### config.mk
export PLATFORM = sky130hd
export DESIGN_NAME = datapath_ctrl
export DESIGN_NICKNAME = d
export VERILOG_FILES = /design/src/rtl/datapath_ctrl_pkg.sv /design/src/rtl/datapath_ctrl_instr_class_decode.sv /design/src/rtl/datapath_ctrl.sv
export SDC_FILE = /design/constraint.sdc
export NUM_CORES = 1
export LEC_CHECK = 0
export ABC_CLOCK_PERIOD_IN_PS = 3900
export BUFFER_PORTS_ARGS = -buffer_cell sky130_fd_sc_hd__clkbuf_2
export CORE_MARGIN = 3
export CORE_UTILIZATION = 52
export CTS_BUF_LIST = sky130_fd_sc_hd__clkbuf_2 sky130_fd_sc_hd__clkbuf_4 sky130_fd_sc_hd__clkbuf_8
export DETAILED_ROUTE_END_ITERATION = 7
export PLACE_DENSITY = 0.87
export REMOVE_ABC_BUFFERS = 1
export SYNTH_ARGS = -nofsm -noshare
export SYNTH_HDL_FRONTEND = slang
export SYNTH_SLANG_ARGS = --single-unit
### constraint.sdc
create_clock -name Clk -period 3.9 [get_ports Clk]
set_input_delay 0.195 -clock Clk [delete_from_list [all_inputs] [get_ports Clk]]
set_output_delay 0.195 -clock Clk [all_outputs]
set_load 0.1 [all_outputs]
### src/rtl/datapath_ctrl_pkg.sv
// Shared definitions for the datapath sequencer: state encoding, flag bit
// positions, default class codes and instruction field helpers.
package datapath_ctrl_pkg;

    typedef enum logic [1:0] {
        IDLE = 2'd0,
        EXEC = 2'd1,
        WB   = 2'd2
    } state_t;

    // Flag register layout {N,Z,F,L,C} = bits [4:0]
    localparam int FLAG_W = 5;
    localparam int FLAG_C = 0;
    localparam int FLAG_L = 1;
    localparam int FLAG_F = 2;
    localparam int FLAG_Z = 3;
    localparam int FLAG_N = 4;

    // Class codes are {op[3:0], ext[3:0]}
    localparam logic [7:0] NOP_CODE_DEF = 8'h00;
    localparam logic [7:0] CMP_CODE_DEF = 8'hB0;

    // Instruction layout {op[3:0], rA[3:0], ext[3:0], rB[3:0]}
    function automatic logic [3:0] instr_ra(input logic [15:0] instr);
        return instr[11:8];
    endfunction

    function automatic logic [3:0] instr_rb(input logic [15:0] instr);
        return instr[3:0];
    endfunction

    function automatic logic [7:0] instr_class_code(input logic [15:0] instr);
        return {instr[15:12], instr[7:4]};
    endfunction

    function automatic logic [15:0] onehot16(input logic [3:0] idx);
        return 16'h0001 << idx;
    endfunction

endpackage

### src/rtl/datapath_ctrl_instr_class_decode.sv
// Combinational class decoder: tells the sequencer whether the held
// instruction writes a register and/or the flag register, and which
// register-enable bit belongs to its destination.
module instr_class_decode
    import datapath_ctrl_pkg::*;
#(
    parameter logic [7:0] NOP_CODE = NOP_CODE_DEF,
    parameter logic [7:0] CMP_CODE = CMP_CODE_DEF
)(
    input  logic [15:0] opcode,
    output logic        writes_reg,
    output logic        writes_flags,
    output logic [15:0] reg_onehot
);

    logic [7:0] class_code_s;

    // Classify the instruction and form the destination one-hot
    always_comb begin
        class_code_s = instr_class_code(opcode);
        writes_reg   = 1'b0;
        writes_flags = 1'b0;
        if (class_code_s == NOP_CODE) begin
            writes_reg   = 1'b0;
            writes_flags = 1'b0;
        end else if (class_code_s == CMP_CODE) begin
            writes_reg   = 1'b0;
            writes_flags = 1'b1;
        end else begin
            writes_reg   = 1'b1;
            writes_flags = 1'b1;
        end
        // r0 is an ordinary destination, no special casing
        reg_onehot = onehot16(instr_ra(opcode));
    end

endmodule

### src/rtl/datapath_ctrl.sv
// Single-issue sequencer for the 16-register datapath. Accepts one
// instruction per handshake, holds it on Opcode through a settle cycle,
// then pulses a one-hot RegEnable for write-back and updates the flags.
module datapath_ctrl
    import datapath_ctrl_pkg::*;
#(
    parameter logic [7:0] NOP_CODE = NOP_CODE_DEF,
    parameter logic [7:0] CMP_CODE = CMP_CODE_DEF,
    parameter int         C_IDX    = FLAG_C
)(
    input  logic        Clk,
    input  logic        Reset,
    input  logic [15:0] instr_in,
    input  logic        instr_valid,
    output logic        instr_ready,
    output logic [15:0] Opcode,
    output logic [15:0] RegEnable,
    output logic        Cin,
    input  logic [4:0]  Flags,
    input  logic [15:0] AluBus,
    output logic [4:0]  flags_q,
    output logic [15:0] result,
    output logic        done
);

    state_t      state_r;
    logic        writes_reg_s;
    logic        writes_flags_s;
    logic [15:0] reg_onehot_s;

    // Decode works on the held Opcode, which is stable in EXEC and WB
    instr_class_decode #(
        .NOP_CODE (NOP_CODE),
        .CMP_CODE (CMP_CODE)
    ) u_decode (
        .opcode       (Opcode),
        .writes_reg   (writes_reg_s),
        .writes_flags (writes_flags_s),
        .reg_onehot   (reg_onehot_s)
    );

    // Ready is a pure decode of the state register
    always_comb begin
        if (state_r == IDLE) begin
            instr_ready = 1'b1;
        end else begin
            instr_ready = 1'b0;
        end
    end

    // Sequencer FSM; every datapath-facing output is registered here
    always_ff @(posedge Clk) begin
        if (!Reset) begin
            state_r   <= IDLE;
            Opcode    <= 16'h0000;
            RegEnable <= 16'h0000;
            Cin       <= 1'b0;
            flags_q   <= 5'b00000;
            result    <= 16'h0000;
            done      <= 1'b0;
        end else begin
            case (state_r)
                IDLE: begin
                    RegEnable <= 16'h0000;
                    done      <= 1'b0;
                    if (instr_valid) begin
                        Opcode  <= instr_in;
                        state_r <= EXEC;
                    end else begin
                        state_r <= IDLE;
                    end
                end
                EXEC: begin
                    // Enable and done are raised for exactly the WB cycle
                    RegEnable <= writes_reg_s ? reg_onehot_s : 16'h0000;
                    done      <= 1'b1;
                    state_r   <= WB;
                end
                WB: begin
                    RegEnable <= 16'h0000;
                    done      <= 1'b0;
                    // Flags/result land on the same edge the bank captures AluBus;
                    // Cin tracks the stored carry so the next instruction sees it
                    if (writes_flags_s) begin
                        flags_q <= Flags;
                        result  <= AluBus;
                        Cin     <= Flags[C_IDX];
                    end else begin
                        flags_q <= flags_q;
                        result  <= result;
                        Cin     <= Cin;
                    end
                    state_r <= IDLE;
                end
                default: begin
                    RegEnable <= 16'h0000;
                    done      <= 1'b0;
                    state_r   <= IDLE;
                end
            endcase
        end
    end

endmodule

# == Yosys cells after proc, flatten, opt, wreduce, memory -nomap -nowiden ==
# Index checks and enable logic that the tools add are counted.
# classes
bitwise_logic,1
div_mod_pow,0
add_sub_neg,0
muxes,6
n_reduce_logical,5
shifts,1
mul,0
magnitude_cmp,0
eq_ne,3
# op_table
cell,n
"left shift 1 x 4 -> 16 bit, first input constant",1
"== test 8 bit, second input constant",1
zero test 8 bit,1
two-way mux 1 bit,5
case mux 2 bit (2 select lines),1
AND reduction 2 bit,2
AND reduction 3 bit,1
"== test 2 x 1 -> 1 bit, second input constant",1
"== test 2 bit, second input constant",1
zero test 2 bit,1
inverter 1 bit,1
# totals
romBits,0
input_bits,40
regBits,57
memories,0
latch_bits,0
mem_bits_rw,0

# == Depth between registers and ports, before layout ==
# logic_depth
depth_word,4
ltp_mapped,6

# == Modules after synthesis ==
# From an unflattened synthesis, not the netlist that was laid out.
# unflattened
hier_cells,231
hier_area_um2,2164.6
# modules_own_cells
module,area_each_um2,n_inst,cells_each,seq_area_each_um2
datapath_ctrl,1999.4,1,203,1101.1
instr_class_decode,165.2,1,28,0.0

# == Worst setup path after synthesis ==
# Ideal clock, no wire load.
# synth_path
path_type,reg2reg
startpoint,register Opcode[5]
endpoint,register RegEnable[10]
arrival_time_ns,1.963
path_buffers,1
period_less_slack_ns,2.081
required_time_ns,3.783
path_stages_with_launch,5
slack_ns,1.819
cell_sequence,dfxtp_1 > or4_4 > a211oi_2 > buf_2 > nor2_1
# synth_via
elab_chain_len,4
elab_cells_between_ends,5
# synth_rtl
item,line_no,rtl
start: declaration,datapath_ctrl.sv:16,"output logic [15:0] Opcode,"
start signal: assignment,datapath_ctrl.sv:67,Opcode <= instr_in;
== test 8 bit,datapath_ctrl_instr_class_decode.sv:26,end else if (class_code_s == CMP_CODE) begin
two-way mux 1 bit,datapath_ctrl_instr_class_decode.sv:26,
two-way mux 1 bit *,datapath_ctrl_instr_class_decode.sv:23,if (class_code_s == NOP_CODE) begin
AND reduction 3 bit (no source line) *,--,
end signal: assignment,datapath_ctrl.sv:75,RegEnable <= writes_reg_s ? reg_onehot_s : 16'h0000;
end: declaration,datapath_ctrl.sv:17,"output logic [15:0] RegEnable,"
# Mark *: on every way between the ends. The rest lies on a longest branch, timed or not.
# A chain may end at the register's enable or synchronous reset.

# == Worst setup path in the final report ==
# layout_path
startpoint,register Opcode[5]
endpoint,register RegEnable[3]
# Same word-level chain as after synthesis.

==> results.yml <==
power:
  vdd_ir_drop_max_v: 0.0002901
  p_per_area_nw_per_um2: 465.5
  p_leak_nw: 1.243
floorplan:
  coreArea_um2: 3771
  initial_core_util_pct: 55.77
  ioPinCount: 96
  dieArea_um2: 4844
  rows: 22
  dieWidth_um: 69.60
  die_y_um: 69.60
sta:
  finClkSkew_ns: 0.005210
  fmax_mhz: 497.7
  timing_hold_violations_final: 0
  rsz0062_at_grt: "no"
  fin_crit_sh_pct: 51.52
  drv_slew: 0
  period_minus_slack_ns: 2.009
  fin_tns_setup_ns: 0
  timing_worst_slew_pin_value_ns: 0.9776
  setup_violations: 0
  layout_setup_ws_ns: 1.891
  max_slew_margin_pct: 34.54
final_layout:
  layout_common_cells: "clkbuf_2 (95), nand2_1 (74), dfxtp_1 (56)"
  drive_gt1_share_pct: 33.96
  final_cells: 369
  layout_commonest_cell: "clkbuf_2"
  diodes: 0
  syn_to_final_growth_pct: 28.02
  final_cell_area_um2: 2693
  final_nets: 360
worst_setup_path:
  r2r_setup_slack_ns: 1.89
  critical-path-slowest-cell: "a211oi_2"
  required_ns: 4.11
  cp.arrival_ns: 2.22
  start_kind: "flip-flop"
  path_class: "flip-flop to flip-flop"
  endpoint_kind: "flip-flop"
  cpPeakStageDelay_ns: 0.75
  rr_startpoint: "Opcode[5]"
  r2r-end: "RegEnable[3]"
  path_cells: "or4_4 > a211oi_2 > and4b_1"
  critPathMaxFanout: 16
  ff2ff_path_depth: 3
routing:
  wl_mm: 4.554
  drc: 0
  drtAntennaViolNets: 0
  drtIter0Drc: 105
  via_per_inst: 4.930
  first_pass_iters: 4
  wire_per_inst_um: 12.34
  via_count: 1819
synth:
  syn_area_per_cell_um2: 9.027
  yosys_warnings: 0
  yosys_most_used_dff: "dfxtp_1"
  synth_cells: 233
  yosysSeqAreaShare_pct: 53.30
  syn_area_um2: 2103
  ys_types: 23
  synth_seq_cells: 56
  synth_edf_count: 0
  async_flop_share_pct: 0
global_route:
  grt_pass1_vias: 1762
  grtUsageTotal_pct: 19.98
  grt_overflow: 0
  antenna_found_initial: 0
  grt_max_degree: 62
  grt_first_pass_wirelength_mm: 7.762
clocking:
  holdBufCountCts: 0
  clock_sinks: 56
  post_cts_buffers: 0
  cts_root_buf: "clkbuf_8"
  cts_buffers: 5
  ctsResizeCount: 0
  cts_tree: "built"
  htreeDepth: 2
  clkLatencyLatePin_ns: 0.31
  cts_buffer_depth: 2
  clkTransAtPathRegs_ns: 0.10
hold_path:
  hold_path_class: "input port to flip-flop"
  hold_end: "flags_q[0]"
  whs_path_depth: 3
  hold_start: "Flags[0]"
place:
  pre_cts_ws_ns: 1.906
  dp.cells: 361
  post_dp_cell_area_um2: 2566
  port_buffers: 95
  dp_hpwl_mm: 3.304
  gp_congestion: 0.7849
flow_run:
  cap_viol_max_count: 0
run_status:
  outcome: "complete, no violations"
[where the power goes]
group / leakage [nW] / internal (mW) / switching (mW) / total [mW]
clock: 0.0645 / 0.227 / 0.181 / 0.408
combinational: 0.724 / 0.0509 / 0.190 / 0.241
sequential: 0.455 / 0.589 / 0.0149 / 0.604
[cell type report]
type                    instances  area [µm²]
well taps                      48       60.06
flip-flops and latches         56        1121
repair buffers                 96       483.0
inverters                       1       3.754
clock buffers                   7       96.34
clock inverters                 1       30.03
multi-input cells             160       898.4
fillers                       312        1079
[kinds of logic (layout without fill, tap and decap cells)]
logic type / Yosys count / in the layout / synth area share (%)
DFF: 56 / 56 / 53.30
and+or+nand+nor: 121 / 121 / 25.40
muxes: 21 / 21 / 9.994
AOI/OAI and AO/OA: 18 / 18 / 7.317
buffers and inverters: 17 / 105 / 3.985
[cells in the mapped netlist, types with 2 or more instances]
master	n	area share (%)
nor2b_1	4	1.2
and2_1	2	0.59
mux2i_1	21	10
nand4_1	4	1.2
dfxtp_1	56	53
a21boi_0	15	5.4
buf_6	2	1.1
and3b_1	2	0.83
nand2_1	74	13
nor2_1	18	3.2
clkbuf_1	12	2.1
nand3_1	12	2.9
[worst max-delay path, delay by kind of cell (launching register included)]
kind | cells | cell delay (ns)
AND/OR/NAND/NOR | 2 | 0.82
AO/OA/AOI/OAI | 1 | 0.75
flip-flops | 1 | 0.33
[worst max-delay path by stage]
stage / start / end / depth (start not counted) / slack, ns
final: Opcode[5] / RegEnable[3] / 3 / 1.89
after global routing: Opcode[5] / RegEnable[3] / 3 / 1.75
after CTS: Opcode[5] / RegEnable[3] / 3 / 1.89
after detailed placement: Opcode[5] / RegEnable[3] / 3 / 1.91
after global placement: Opcode[5] / RegEnable[3] / 3 / 1.92
after floorplan: Opcode[5] / RegEnable[3] / 3 / 1.60
[sequential cells by signal (all words and copies together), names as in the netlist]
register / count
RegEnable: 16
flags_q: 5
state_r: 2
done: 1
result: 16
Opcode: 16
[routing by layer]
layer / part of all wire (%) / wire, µm / GRT usage, % / vias to the layer above
li1: - / - / - / 932
met1: 40 / 1829 / 20.94 / 805
met5: 0 / 0 / 0 / -
met4: 1.4 / 64 / 7.158 / 0
met2: 47 / 2151 / 34.53 / 76
met3: 11 / 507 / 9.710 / 6
[through the flow]
stage	hold slack (ns)	total power, mW	util [%]
after detailed placement	0.4359	0.8601	68.05
after floorplan	0.3167	0.8008	-
final	0.09953	1.253	71.40
after global placement	0.4234	0.8563	68.05
after global routing	0.09591	1.301	71.40
after CTS	0.09125	1.261	71.40
(Power assumes the default switching activity.)
